**src/rtl/term_quantizer_grp_pkg.sv**
```systemverilog
// Shared widths and helpers for the group term quantizer.
// Derived widths, a generic popcount, and the budget value that disables limiting.
package term_quant_pkg;

  localparam logic [31:0] BYPASS_BUDGET = '0;

  function automatic int calc_exp_w(input int data_w);
    return (data_w > 1) ? $clog2(data_w) : 1;
  endfunction

  function automatic int calc_bud_w(input int ch, input int data_w);
    return $clog2(ch * data_w + 1);
  endfunction

  // Supports planes up to 32 channels wide; callers zero-extend.
  function automatic int unsigned popcount(input logic [31:0] v);
    int unsigned cnt;
    cnt = 0;
    for (int i = 0; i < 32; i++) begin
      cnt += {31'd0, v[i]};
    end
    return cnt;
  endfunction

endpackage

```
**src/rtl/term_quantizer_grp_keep_first_n.sv**
```systemverilog
// Combinational prefix-count mask: keeps the n lowest-index set bits of bits.
// NW must be wide enough to hold N.
module keep_first_n #(
  parameter int N  = 4,
  parameter int NW = 3
) (
  input  logic [N-1:0]  bits,
  input  logic [NW-1:0] n,
  output logic [N-1:0]  mask
);

  logic [NW-1:0] seen;

  always_comb begin
    mask = '0;
    seen = '0;
    for (int i = 0; i < N; i++) begin
      if (bits[i] && (seen < n)) begin
        mask[i] = 1'b1;
      end
      seen = seen + {{(NW-1){1'b0}}, bits[i]};
    end
  end

endmodule

```
**src/rtl/term_quantizer_grp.sv**
```systemverilog
// Group term quantizer: bit-plane-serial input, keeps the largest power-of-two terms
// of a channel group under a shared per-frame budget, two-stage valid/ready pipeline.
module term_quantizer_grp
  import term_quant_pkg::*;
#(
  parameter int   CH     = 4,
  parameter int   DATA_W = 8,
  localparam int  EXP_W  = calc_exp_w(DATA_W),
  localparam int  BUD_W  = calc_bud_w(CH, DATA_W)
) (
  input  logic             clk,
  input  logic             reset,
  input  logic             in_valid,
  output logic             in_ready,
  input  logic [CH-1:0]    in_bits,
  input  logic [CH-1:0]    in_sign,
  input  logic [BUD_W-1:0] cfg_budget,
  output logic             out_valid,
  input  logic             out_ready,
  output logic [CH-1:0]    out_mask,
  output logic [EXP_W-1:0] out_exp,
  output logic [CH-1:0]    out_sign,
  output logic             out_first,
  output logic             out_last,
  output logic             out_trunc
);

  localparam logic [EXP_W-1:0] TOP_PLANE = EXP_W'(DATA_W - 1);

  logic             en;
  logic             accept;
  logic             first_plane;
  logic [EXP_W-1:0] plane_cnt;

  logic             vld_p1;
  logic [CH-1:0]    bits_p1;
  logic [EXP_W-1:0] exp_p1;
  logic             first_p1;
  logic             last_p1;
  logic [CH-1:0]    sign_p1;
  logic [BUD_W-1:0] bud_p1;

  logic             vld_p2;
  logic [CH-1:0]    mask_p2;
  logic [EXP_W-1:0] exp_p2;
  logic [CH-1:0]    sign_p2;
  logic             first_p2;
  logic             last_p2;
  logic             trunc_p2;

  logic [BUD_W-1:0] rem_q;
  logic             trunc_q;

  logic             bypass;
  logic [BUD_W-1:0] rem_eff;
  logic             sticky_eff;
  logic [BUD_W-1:0] pop;
  logic [CH-1:0]    kept;
  logic [CH-1:0]    mask_nxt;
  logic [BUD_W-1:0] rem_nxt;
  logic             sticky_nxt;

  // Whole pipeline advances together; a full output stage blocks everything upstream.
  assign en          = ~vld_p2 | out_ready;
  assign in_ready    = en;
  assign accept      = in_valid & en;
  assign first_plane = (plane_cnt == TOP_PLANE);

  // ---- Stage 1: plane register, exponent tagging, frame capture ----
  always_ff @(posedge clk) begin
    if (reset) begin
      vld_p1    <= 1'b0;
      first_p1  <= 1'b0;
      last_p1   <= 1'b0;
      plane_cnt <= TOP_PLANE;
    end else if (en) begin
      vld_p1 <= in_valid;
      if (in_valid) begin
        first_p1  <= first_plane;
        last_p1   <= (plane_cnt == '0);
        plane_cnt <= (plane_cnt == '0) ? TOP_PLANE : plane_cnt - 1'b1;
      end
    end
  end

  always_ff @(posedge clk) begin
    if (accept) begin
      bits_p1 <= in_bits;
      exp_p1  <= plane_cnt;
      if (first_plane) begin
        sign_p1 <= in_sign;
        bud_p1  <= cfg_budget;
      end
    end
  end

  // ---- Stage 2: budgeted term selection ----
  assign bypass     = (bud_p1 == BUD_W'(BYPASS_BUDGET));
  assign rem_eff    = first_p1 ? bud_p1 : rem_q;
  assign sticky_eff = first_p1 ? 1'b0 : trunc_q;
  assign pop        = BUD_W'(popcount(32'(bits_p1)));

  keep_first_n #(
    .N  (CH),
    .NW (BUD_W)
  ) u_keep (
    .bits (bits_p1),
    .n    (rem_eff),
    .mask (kept)
  );

  always_comb begin
    mask_nxt   = bits_p1;
    rem_nxt    = rem_eff;
    sticky_nxt = sticky_eff;
    if (!bypass) begin
      if (pop <= rem_eff) begin
        rem_nxt = rem_eff - pop;
      end else begin
        mask_nxt   = kept;
        rem_nxt    = '0;
        sticky_nxt = 1'b1;
      end
    end
  end

  always_ff @(posedge clk) begin
    if (reset) begin
      vld_p2   <= 1'b0;
      rem_q    <= '0;
      trunc_q  <= 1'b0;
      mask_p2  <= '0;
      exp_p2   <= '0;
      sign_p2  <= '0;
      first_p2 <= 1'b0;
      last_p2  <= 1'b0;
      trunc_p2 <= 1'b0;
    end else if (en) begin
      vld_p2 <= vld_p1;
      if (vld_p1) begin
        rem_q    <= rem_nxt;
        trunc_q  <= sticky_nxt;
        mask_p2  <= mask_nxt;
        exp_p2   <= exp_p1;
        sign_p2  <= sign_p1;
        first_p2 <= first_p1;
        last_p2  <= last_p1;
        trunc_p2 <= last_p1 & sticky_nxt;
      end
    end
  end

  assign out_valid = vld_p2;
  assign out_mask  = mask_p2;
  assign out_exp   = exp_p2;
  assign out_sign  = sign_p2;
  assign out_first = first_p2;
  assign out_last  = last_p2;
  assign out_trunc = trunc_p2;

endmodule

```
**config.mk**
```make
export PLATFORM = sky130hd
export DESIGN_NAME = term_quantizer_grp
export DESIGN_NICKNAME = d
export VERILOG_FILES = /design/src/rtl/term_quantizer_grp_pkg.sv /design/src/rtl/term_quantizer_grp_keep_first_n.sv /design/src/rtl/term_quantizer_grp.sv
export SDC_FILE = /design/constraint.sdc
export NUM_CORES = 1
export LEC_CHECK = 0
export CAP_MARGIN = 10
export CORE_ASPECT_RATIO = 0.5
export CORE_MARGIN = 2
export CORE_UTILIZATION = 45
export CTS_BUF_LIST = sky130_fd_sc_hd__clkbuf_16
export DETAILED_ROUTE_END_ITERATION = 10
export PLACE_DENSITY = 0.68
export SLEW_MARGIN = 20
export SYNTH_ARGS = -nofsm -noshare
export SYNTH_HDL_FRONTEND = slang
export SYNTH_SLANG_ARGS = --single-unit
```
**constraint.sdc**
```tcl
create_clock -name clk -period 3.3 [get_ports clk]
set_clock_uncertainty 0.15 [all_clocks]
set_input_delay 0.33 -clock clk [delete_from_list [all_inputs] [get_ports clk]]
set_output_delay 0.33 -clock clk [all_outputs]
set_load 0.01 [all_outputs]
```
# --- Word level (Yosys, flattened, before mapping) ---
# Cells that the tools add are included.
# W data, S select, Z words.
classes:
  n_div: 0
  order_cmp: 5
  n_shift: 0
  mux: 13
  n_mul: 0
  n_addsub: 7
  n_reduce_logical: 9
  eq_ne: 1
  bitwise: 4
op_table:
  columns: ["operator", "n"]
  rows:
  - ["$mux W6", 3]
  - ["$lt A6 B6 Y1", 2]
  - ["$mux W4", 2]
  - ["$mux W1", 7]
  - ["$add A6 B1 Y6", 1]
  - ["$le A4 B6 Y1", 1]
  - ["$logic_not A6 Y1", 1]
  - ["$lt A1 B6 Y1", 1]
  - ["$lt A1 B6 Y1 const A", 1]
  - ["$reduce_and A2 Y1", 3]
  - ["$sub A6 B4 Y6", 1]
  - ["$add A1 B1 Y2", 2]
  - ["$add A3 B1 Y4", 1]
  - ["$logic_and A1 B1 Y1", 4]
  - ["$add A2 B1 Y3", 1]
  - ["$eq A3 B3 Y1 const B", 1]
  - ["$logic_not A3 Y1", 1]
  - ["$mux W3", 1]
  - ["$sub A3 B1 Y3 const B", 1]
  - ["$and A1 B1 Y1", 2]
  - ["$not A1 Y1", 1]
  - ["$or A1 B1 Y1", 1]
word_totals:
  mem_count: 0
  mem_bits_rw: 0
  regBits: 45
  mem_bits_ro: 0
  latch_bits: 0
  word_cells: 56
  input_bits: 18

# --- Depth between registers and ports, before layout ---
# Gate-level depths: netlist of run 1.
logic_depth:
  ltp_word: 7
  mapped_depth: 10
  depth_no_buf: 10

# --- By module ---
# A second synthesis of run 1 with hierarchy kept.
unflattened:
  cells_unflattened: 216
  area_unflattened_um2: 2234.6
by_module_without_submodules:
  columns: ["mod", "cells_per_inst", "n_inst", "area_each_um2"]
  rows:
  - ["term_quantizer_grp", 195, 1, 2049.5]
  - ["keep_first_n", 21, 1, 185.2]

# --- Least setup slack after synthesis of run 1 ---
# Ideal clock, no wire load.
synth_timing:
  path_type: "register -> register"
  from: "register bits_p1[0]"
  to: "register rem_q[2]"
  slack_ns: 0.435
  n_path_buf: 0
  path_stages_with_launch: 10
  arrival_ns: 2.650
  period_less_slack_ns: 2.865
  path_cell_list: "edfxtp_1 fa_1 ha_1 ha_1 fa_1 nor2b_1 nor3_4 a2111oi_2 o22ai_1 nor2_1"
synth_via:
  elab_chain_len: 6
synth_lines:
  columns: ["element", "line", "source"]
  rows:
  - ["start: declaration", "term_quantizer_grp.sv:36", "logic [CH-1:0] bits_p1;"]
  - ["start signal: assignment", "term_quantizer_grp.sv:88", "bits_p1 <= in_bits;"]
  - ["$add A1 B1 Y2 (*)", "term_quantizer_grp_pkg.sv:20", "cnt += {31'd0, v[i]};"]
  - ["$add A2 B1 Y3 (*)", "term_quantizer_grp_pkg.sv:20", null]
  - ["$add A3 B1 Y4 (*)", "term_quantizer_grp_pkg.sv:20", null]
  - ["$sub A6 B4 Y6 or $le A4 B6 Y1 (tied branches)", "term_quantizer_grp.sv:118, term_quantizer_grp.sv:117", null]
  - ["$mux W6 (*)", "term_quantizer_grp.sv:117", "if (pop <= rem_eff) begin"]
  - ["$mux W6 (*)", "term_quantizer_grp.sv:116", "if (!bypass) begin"]
  - ["end signal: assignment", "term_quantizer_grp.sv:141", "rem_q <= rem_nxt;"]
  - ["end: declaration", "term_quantizer_grp.sv:51", "logic [BUD_W-1:0] rem_q;"]
# Every way passes the cells marked *; elsewhere a longest branch is shown, timed or not.
# A chain may end at the register's enable or synchronous reset.

# --- Worst setup path after layout of run 1 ---
layout_timing:
  from: "register bits_p1[0]"
  to: "register mask_p2[1] (netlist: out_mask[1])"
layout_via:
  elab_chain_len: 6
layout_lines:
  columns: ["element", "line", "source"]
  rows:
  - ["$add A1 B1 Y2", "term_quantizer_grp_pkg.sv:20", null]
  - ["$add A2 B1 Y3", "term_quantizer_grp_pkg.sv:20", null]
  - ["$add A3 B1 Y4", "term_quantizer_grp_pkg.sv:20", null]
  - ["$le A4 B6 Y1", "term_quantizer_grp.sv:117", null]
  - ["$mux W4 (*)", "term_quantizer_grp.sv:117", null]
  - ["$mux W4 (*)", "term_quantizer_grp.sv:116", null]
  - ["end signal: assignment", "term_quantizer_grp.sv:143", "mask_p2 <= mask_nxt;"]
  - ["end: declaration", "term_quantizer_grp.sv:44", "logic [CH-1:0] mask_p2;"]
# Marks and branches as above.

==> results of run 1 <==
## per-layer routing
layer	GRT usage [%]	wire [µm]	vias to the layer above	part of all wire (%)
met5	0	0	-	0
met4	5.856	36	0	0.81
met3	4.756	265	4	5.9
met2	28.62	2017	43	45
met1	25.87	2136	751	48
li1	-	-	826	-
## where the power goes
part	total (µW)	internal [µW]	switching, µW	leakage, µW
combinational	349	167	182	0.000607
clock	495	281	213	0.0000705
sequential	647	619	28.6	0.000387
total	1490	1070	425	0.00106
## layout make-up
class / instances / area (µm²) / share of cell area, %
flip-flops and latches: 45 / 1071 / 39.34
multi-input cells: 148 / 984.7 / 36.17
repair buffers: 40 / 382.9 / 14.06
clock buffers: 5 / 125.1 / 4.596
well taps: 66 / 82.58 / 3.033
inverters: 15 / 56.30 / 2.068
clock inverters: 3 / 20.02 / 0.7353
## sequential cells by signal, summed over array words and instances (netlist names), 3 cells and up
register and count:
bits_p1 4, bud_p1 6, exp_p1 3, out_exp 3, out_mask 4, out_sign 4
plane_cnt 3, rem_q 6, sign_p1 4
## timing repair
action                                 CTS  global route
endpoints found under the hold margin    0             0
resized for setup                        0             1
setup endpoints to repair                0             1
## through the flow
stage / instances / worst slack [ps] / total power [µW] / util (%) / instance area [µm²]
after global routing: 322 / 36.52 / 1577 / 60.66 / 2723
after detailed placement: 314 / 240.3 / 1004 / 57.37 / 2575
final: 322 / 223.0 / 1491 / 60.66 / 2723
after global placement: 314 / 312.6 / 993.9 / 57.37 / 2575
after floorplan: 217 / 435.3 / 895.4 / - / 2151
after CTS: 322 / 189.2 / 1499 / 60.61 / 2720
## kinds of logic after synthesis
kind of cell | after synthesis | share of synthesized area, %
compound gates | 47 | 13.90
xor+xnor | 1 | 0.4073
fa+ha+maj | 17 | 10.94
buf+inv | 24 | 4.537
flops | 45 | 49.80
mux | 6 | 3.025
simple gates | 77 | 17.39
## worst paths after layout
| kind | start | to | depth (start not counted) |
|---|---|---|---|
| max | bits_p1[0]$_DFFE_PP_ | out_mask[1]$_SDFFE_PP0P_ | 10 |
| min reg2reg | out_mask[2]$_SDFFE_PP0P_ | out_mask[2]$_SDFFE_PP0P_ | 2 |
| min | out_mask[2]$_SDFFE_PP0P_ | out_mask[2]$_SDFFE_PP0P_ | 2 |
| max reg2reg | bits_p1[0]$_DFFE_PP_ | out_mask[1]$_SDFFE_PP0P_ | 10 |
## worst register-to-register path, stage by stage, from the launching register on
cell      delay [ps]
edfxtp_1         480
fa_1             580
ha_1             150
ha_1             130
inv_1             40
ha_1             330
nor2b_2          210
nor3_4           270
nand3_4          180
o311ai_1         300
a21oi_1          110
## placed cells by master (no fill, tap or decap), types with 5 or more instances in the layout
cell             count
buf_4                7
o21ai_0              5
dfxtp_1             28
ha_1                14
nand2_1             35
a21oi_1             24
inv_1               15
nor2_1              16
mux2i_1              5
clkdlybuf4s50_1     33
clkbuf_16            5
edfxtp_1            17
nor3_1               7
==> summary.md, run 1 <==
| Metric | Value |
|---|---|
| Worst Path Buf+Inv | 1 |
| DR WL/cell | 13.84 µm |
| HPWL after DPL | 3204 µm |
| Slew Limit Fails | 0 |
| Worst path max stage delay | 580 ps |
| TritonCTS clock tree | done |
| Router iterations before antenna repair | 4 |
| Total track usage | 18.61% |
| Hold Crit Class | reg2reg |
| Synth top cells by count | nand2_1 (35), dfxtp_1 (28), a21oi_1 (24), edfxtp_1 (17), nor2_1 (16) |
| DRT iter0 DRCs | 128 |
| Synth area leaders | dfxtp_1 (26%), edfxtp_1 (24%), ha_1 (8.1%) |
| Worst IR Drop VDD | 0.0002755 V |
| R2R Setup Slk | 220 ps |
| CTS Buffer Depth | 2 |
| Power Density | 547.7 nW/µm² |
| Routability cong. | 0.8521 |
| Htree depth | 2 |
| Mapped Cells | 217 |
| Area leader, netlist | dfxtp_1 |
| Synth Net Count | 252 |
| Arrival time worst endpoint | 3050 ps |
| Crit-path cells | fa_1 > ha_1 > ha_1 > inv_1 > ha_1 > nor2b_2 > nor3_4 > nand3_4 > o311ai_1 > a21oi_1 |
| Static leakage | 0.001065 µW |
| Die ar. | 5382 µm² |
| WP data required | 3280 ps |
| WHS | 291.5 ps |
| Vias in the first global route | 1,542 |
| I/O pins | 34 |
| YS warnings | 0 |
| Status | complete, no violations |
| # Post-CTS Setup Buffers | 0 |
| Antenna viol nets, final | 0 |
| Max Fclk | 325.0 MHz |
| Share of layout cells above drive strength 1 | 8.984% |
| Core box area | 4488 µm² |
| Syn-to-layout area delta | 26.59% |
| Min Tclk post-route | 3077 ps |
| # rows | 17 |
| Final setup violation count | 0 |
| Hold_buf cts | 0 |
| Setup CP Type | reg2reg |
| Final hold violation count | 0 |
| RSZ-0062 raised after global routing | false |
| Final wirelength | 4456 µm |
| Vias per inst | 5.043 |
| CP Max Fanout | 8 |
| Headroom to the max-slew limit | 45.46% |
| Largest net degree at the start of global routing | 23 |
| Register clock-pin slew on the reported worst setup and hold paths | 60 ps |
| Unique cell type count in the Yosys netlist | 40 |
| # clock sinks | 45 |
| EDFF count, synth | 17 |
| Die Ht | 52.89 µm |
| Dominant synthesized flop cell | dfxtp_1 |
| Max cap viols | 0 |
| Synth async-reset ratio | 0% |
| Starting Density | 47.92% |
| Area share of the largest cell type after synthesis | 26.06% |
| Diode count | 0 |
| Type of destination of the critical path | flop |
| Initial antenna violation count | 0 |
| IO buf count | 33 |
| TNS Setup | 0 ps |
| CP most frequent cell | ha_1 |
| Transition time of the tightest slew-check pin | 815.6 ps |
| Vias | 1,624 |
| Slowest-stage cell, CP | fa_1 |
| Fill count | 398 |
| Sequential-to-total area share from yosys stat | 49.80% |
| Mean Syn Cell Area | 9.912 µm² |
| Die X | 101.8 µm |
| First-pass GRT wire length | 7424 µm |
| Synth Register Bits | 45 |
| Cell family with most CP delay | adder cells |
| Post-synthesis cell area | 2151 µm² |
| CP Launch Type | flop |
| Root Buffer | clkbuf_16 |
| DRC viols | 0 |
| Worst-Skew Late Latency | 280 ps |
| CTS Buf Count | 5 |
| Cell with the most instances after synthesis | nand2_1 |
| Tcrit/Tclk final | 93.24% |
| GRT overflow | 0 |
| Nets@finish | 290 |
No activity file was read; power rests on OpenSTA's default activity.
==> inputs of run 2 (changes only) <==
Settings changed: CORE_MARGIN 2 to unset.
==> run 2 against run 1 <==
First-iteration DRC count is 53% lower. Sequential cell count stayed put. Largest power group unchanged. Critical endpoint is now rem_q[2]$_SDFFE_PP0P_. Largest cell class unchanged. Combinational power hardly changed. Sequential share of layout area is 0.29 points lower. Worst setup slack worse by 10 ps. Maximum frequency is 0.34% lower. Critical path type unchanged.
==> summary.md, run 2 (same netlist as run 1, synthesis figures left out) <==
| Metric | Value |
|---|---|
| CP Max Fanout | 6 (-2) |
| TNS Setup | 0 ps (unchanged) |
| Most frequent cells in the layout | nand2_1 (35), clkdlybuf4s50_1 (33), dfxtp_1 (28) |
| Headroom to the max-slew limit | 51.56% (+6.1 points) |
| Post-CTS sizing | 0 (unchanged) |
| CTS Buf Count | 5 (unchanged) |
| Vias in the first global route | 1,617 (+4.9%) |
| Nets@finish | 290 (unchanged) |
| Vias per inst | 5.208 (+3.3%) |
| HPWL after DPL | 3201 µm (about the same) |
| Power Density | 572.4 nW/µm² (+4.5%) |
| Htree depth | 2 (unchanged) |
| Met3 Routed Length | 170 µm (-36%) |
| Hold_buf cts | 0 (unchanged) |
| Vias | 1,677 (+3.3%) |
| Metal-1 WL | 2256 µm (+5.6%) |
| First-pass GRT wire length | 7665 µm (+3.2%) |
| Worst IR Drop VDD | 0.0002718 V (-1.3%) |
| Total Power | 1570 µW (+5.3%) |
| Design Area, Final | 2743 µm² (+0.74%) |
| Worst-Skew Late Latency | 290 ps (about the same) |
| Die Ht | 50.89 µm (-3.8%) |
| Initial antenna violation count | 0 (unchanged) |
| Root Buffer | clkbuf_16 |
| Commonest non-fill, non-tap cell in the layout | nand2_1 |
| Final setup violation count | 0 (unchanged) |
| I/O pins | 34 (unchanged) |
| Worst path max stage delay | 510 ps (-70 ps) |
| Slew Limit Fails | 0 (unchanged) |
| Final hold violation count | 0 (unchanged) |
| RSZ-0062 raised after global routing | false |
| Diode count | 0 (unchanged) |
| TritonCTS clock tree | done |
| Final Util | 61.11% (+0.45 points) |
| Hold Crit Class | reg2reg |
| Min Tclk post-route | 3087 ps (+10.50 ps) |
| Syn-to-layout area delta | 27.52% |
| Static leakage | 0.001079 µW (+1.3%) |
| Tcrit/Tclk final | 93.56% (+0.32 points) |
| Die ar. | 5077 µm² (-5.7%) |
| Share of layout cells above drive strength 1 | 8.203% (-0.78 points) |
| Multi-input gate area | 982.2 µm² (-0.25%) |
| Largest regs | bud_p1 x6, rem_q x6 |
| Die X | 99.77 µm (-2.0%) |
| Arrival time worst endpoint | 3160 ps (+110 ps) |
| # Post-CTS Setup Buffers | 0 (unchanged) |
| Final wirelength | 4466 µm (+0.22%) |
| CP Launch Type | flop |
| Status | complete, no violations |
| Slowest-stage cell, CP | fa_1 |
| Max cap viols | 0 (unchanged) |
| Antenna viol nets, final | 0 (unchanged) |
| Type of destination of the critical path | flop |
| Setup CP Type | reg2reg |
| WL met2 | 2007 µm (-0.50%) |
| # clock sinks | 45 (unchanged) |
| # rows | 17 (unchanged) |
| Register area | 1071 µm² (unchanged) |
| DR WL/cell | 13.87 µm (+0.22%) |
| Core box area | 4488 µm² (unchanged) |
| Max Used Layer | met4 |
| Max Fclk | 323.9 MHz (-0.34%) |
| Transition time of the tightest slew-check pin | 724.9 ps (-90.72 ps) |
| Fill count | 372 (-6.5%) |
| CTS Buffer Depth | 2 (unchanged) |
| Total track usage | 19.78% (+1.2 points) |
| Register clock-pin slew on the reported worst setup and hold paths | 60 ps (about the same) |
| Placement-stage cell area | 2575 µm² (unchanged) |
| Crit-path cells | fa_1 > ha_1 > ha_1 > fa_1 > nor2b_1 > nor3_4 > a2111oi_2 > o22ai_1 > nor2_1 |
| GRT overflow | 0 (unchanged) |
| DRC viols | 0 (unchanged) |
| Routability cong. | 0.9231 (+8.3%) |
| WP data required | 3370 ps (+90 ps) |
| IO buf count | 33 (unchanged) |
| Starting Density | 47.92% (unchanged) |
| Router iterations before antenna repair | 4 (unchanged) |
| DRT iter0 DRCs | 60 (-53%) |
| Largest net degree at the start of global routing | 20 (-13%) |
==> run 2: final timing paths <==
kind,from,end,slack [ps],depth (start not counted)
setup / recovery,bits_p1[0]$_DFFE_PP_,rem_q[2]$_SDFFE_PP0P_,210,9
hold / removal,out_mask[2]$_SDFFE_PP0P_,out_mask[2]$_SDFFE_PP0P_,290,2
setup reg to reg,bits_p1[0]$_DFFE_PP_,rem_q[2]$_SDFFE_PP0P_,210,9
hold reg to reg,out_mask[2]$_SDFFE_PP0P_,out_mask[2]$_SDFFE_PP0P_,290,2
==> run 2: report_power, final <==
part	switching (µW)	internal, µW	leakage [µW]	total [µW]
Combinational	182	165	0.000606	347
Clock	218	357	0.0000856	575
Sequential	29.3	618	0.000387	648
Total	429	1140	0.00108	1570
==> run 2: worst max-delay path: cells and delay by family, from the launching register on <==
| kind | cells | cell delay [ps] |
|---|---|---|
| DFF | 1 | 490 |
| and+or+nand+nor | 3 | 520 |
| AOI/OAI and AO/OA | 2 | 450 |
| adders and majority gates | 4 | 1420 |
==> run 2: layer usage <==
| layer | up-vias | GRT usage [%] |
|---|---|---|
| met5 | - | 0 |
| met4 | 0 | 3.676 |
| met3 | 6 | 4.651 |
| met2 | 41 | 32.64 |
| met1 | 803 | 27.02 |
| li1 | 827 | - |
==> run 2: through the flow <==
stage,worst slack [ps],hold slack (ps),std cells
2_1_floorplan,435.3,278.9,217
3_3_place_gp,323.9,277.8,314
3_5_place_dp,232.3,287.5,314
4_1_cts,228.7,296.0,322
5_1_grt,41.39,324.0,322
6_report,212.5,288.9,322
==> run 2: area by class of cell <==
| class | count | share of cell area (%) |
|---|---|---|
| Sequential cell | 45 | 39.05 |
| Multi-Input combinational cell | 148 | 35.81 |
| Timing Repair Buffer | 40 | 13.96 |
| Clock buffer | 5 | 4.562 |
| Tap cell | 66 | 3.011 |
| Inverter | 15 | 2.053 |
| Clock inverter | 3 | 1.551 |
==> inputs of run 3 (changes only) <==
Settings changed: CORE_UTILIZATION 45 to 53, HOLD_SLACK_MARGIN set to 0.15, PLACE_DENSITY 0.68 to 0.78.
==> run 3 against run 2 <==
Cell area is 1.9% lower. Via count is 3.2% lower. Maximum frequency is 0.25% higher. Sequential power hardly changed. Critical path type unchanged.
==> summary.md, run 3 (same netlist as run 1, synthesis figures left out) <==
| Metric | Value |
|---|---|
| Commonest non-fill, non-tap cell in the layout | nand2_1 |
| Transition time of the tightest slew-check pin | 717.6 ps (-7.271 ps) |
| Total track usage | 22.88% (+3.1 points) |
| Final hold violation count | 0 (unchanged) |
| WL met2 | 2158 µm (+7.5%) |
| R2R Setup Slk | 220 ps (about the same) |
| Diode count | 0 (unchanged) |
| TritonCTS clock tree | done |
| Metal-1 WL | 2153 µm (-4.6%) |
| Type of destination of the critical path | flop |
| RSZ-0062 raised after global routing | false |
| Power Density | 554.3 nW/µm² (-3.2%) |
| CP Max Fanout | 6 (unchanged) |
| Final setup violation count | 0 (unchanged) |
| Final wirelength | 4543 µm (+1.7%) |
| IO buf count | 33 (unchanged) |
| Status | complete, no violations |
| Syn-to-layout area delta | 25.07% |
| Worst IR Drop VDD | 0.0002672 V (-1.7%) |
| DRT iter0 DRCs | 106 (+77%) |
| CTS Buffer Depth | 2 (unchanged) |
| Routability cong. | 0.9068 (-1.8%) |
| Tcrit/Tclk final | 93.33% (-0.23 points) |
| Max Used Layer | met4 |
| Root Buffer | clkbuf_16 |
| Htree depth | 2 (unchanged) |
| Min Tclk post-route | 3080 ps (-7.740 ps) |
| Core box area | 3660 µm² (-18%) |
| Worst-Skew Late Latency | 280 ps (about the same) |
| # rows | 15 (-2) |
| Largest net degree at the start of global routing | 20 (unchanged) |
| Die ar. | 4332 µm² (-15%) |
| WP data required | 3360 ps (about the same) |
| DR WL/cell | 14.90 µm (+7.4%) |
| # clock sinks | 45 (unchanged) |
| Design Area, Final | 2690 µm² (-1.9%) |
| Slew Limit Fails | 0 (unchanged) |
| Max Fclk | 324.7 MHz (+0.25%) |
| CTS Buf Count | 5 (unchanged) |
| Vias | 1,623 (-3.2%) |
| WHS | 302.1 ps (+13.25 ps) |
| Starting Density | 58.77% (+11 points) |
| Hold Crit Class | reg2reg |
| Arrival time worst endpoint | 3140 ps (-20 ps) |
| HPWL after DPL | 3410 µm (+6.5%) |
| TNS Setup | 0 ps (unchanged) |
| Placement-stage cell area | 2541 µm² (-1.3%) |
| Die X | 92.09 µm (-7.7%) |
| Die Ht | 47.05 µm (-7.5%) |
| Largest regs | bud_p1 x6, rem_q x6 |
| Headroom to the max-slew limit | 52.16% (+0.60 points) |
| DRC viols | 0 (unchanged) |
| Share of layout cells above drive strength 1 | 7.874% (-0.33 points) |
| I/O pins | 34 (unchanged) |
| Antenna viol nets, final | 0 (unchanged) |
| Nets@finish | 288 (-0.69%) |
| Most frequent cells in the layout | nand2_1 (35), clkdlybuf4s50_1 (33), dfxtp_1 (28) |
| Vias per inst | 5.321 (+2.2%) |
| Register clock-pin slew on the reported worst setup and hold paths | 60 ps (about the same) |
| GRT overflow | 0 (unchanged) |
| Setup CP Type | reg2reg |
| Initial antenna violation count | 0 (unchanged) |
| Vias in the first global route | 1,585 (-2.0%) |
| CP Launch Type | flop |
| Router iterations before antenna repair | 4 (unchanged) |
| Max cap viols | 0 (unchanged) |
| Met3 Routed Length | 219 µm (+29%) |
| Static leakage | 0.001057 µW (-2.0%) |
| First-pass GRT wire length | 7362 µm (-4.0%) |
==> run 3: worst paths after layout <==
| check | from | to | depth (start not counted) |
|---|---|---|---|
| setup / recovery | bits_p1[0]$_DFFE_PP_ | rem_q[2]$_SDFFE_PP0P_ | 9 |
| hold / removal | out_sign[0]$_SDFFE_PP0P_ | out_sign[0]$_SDFFE_PP0P_ | 2 |
| setup reg to reg | bits_p1[0]$_DFFE_PP_ | rem_q[2]$_SDFFE_PP0P_ | 9 |
| hold reg to reg | out_sign[0]$_SDFFE_PP0P_ | out_sign[0]$_SDFFE_PP0P_ | 2 |
==> run 3: critical path, stage by stage, from the launching register on <==
cell and delay [ps]:
edfxtp_1 480, fa_1 510, ha_1 190, ha_1 320
fa_1 430, nor2b_2 240, nor3_4 100, a2111oi_2 340
o22ai_1 140, nor2_1 110
==> run 3: routing by layer <==
layer | vias to the layer above | GRT usage, %
met2 | 41 | 41.19
li1 | 822 | -
met3 | 2 | 6.311
met4 | 0 | 5.938
met1 | 758 | 28.54
met5 | - | 0
==> run 3: repair_timing <==
item                       4_1_cts  5_1_grt
gates resized for setup          0        1
hold buffers                     0        0
setup buffers                    0        0
setup endpoints to repair        0        1
==> run 3: through the flow <==
| step | cells | utilization, % | worst slack [ps] | total power, µW |
|---|---|---|---|---|
| 6_report | 305 | 73.50 | 220.3 | 1491 |
| 2_1_floorplan | 217 | - | 435.3 | 895.4 |
| 5_1_grt | 305 | 73.50 | 25.83 | 1557 |
| 3_5_place_dp | 297 | 69.44 | 120.3 | 1005 |
| 4_1_cts | 305 | 73.44 | 107.5 | 1492 |
| 3_3_place_gp | 297 | 69.44 | 326.1 | 987.0 |
==> run 3: power by group <==
part / leakage [µW] / switching (µW) / internal (µW) / total, µW
registers: 0.000387 / 30.1 / 619 / 649
logic: 0.000598 / 186 / 166 / 352
clock network: 0.0000718 / 208 / 282 / 490
total: 0.00106 / 424 / 1070 / 1490
==> run 3: final cells by class <==
type,instances,area [µm²]
sequential,45,1071
multi-input combinational,148,984.7
fill,250,969.7
timing repair buffer,38,367.9
clock buffer,5,125.1
tap,51,63.81
inverter,15,56.30
clock inverter,3,21.27
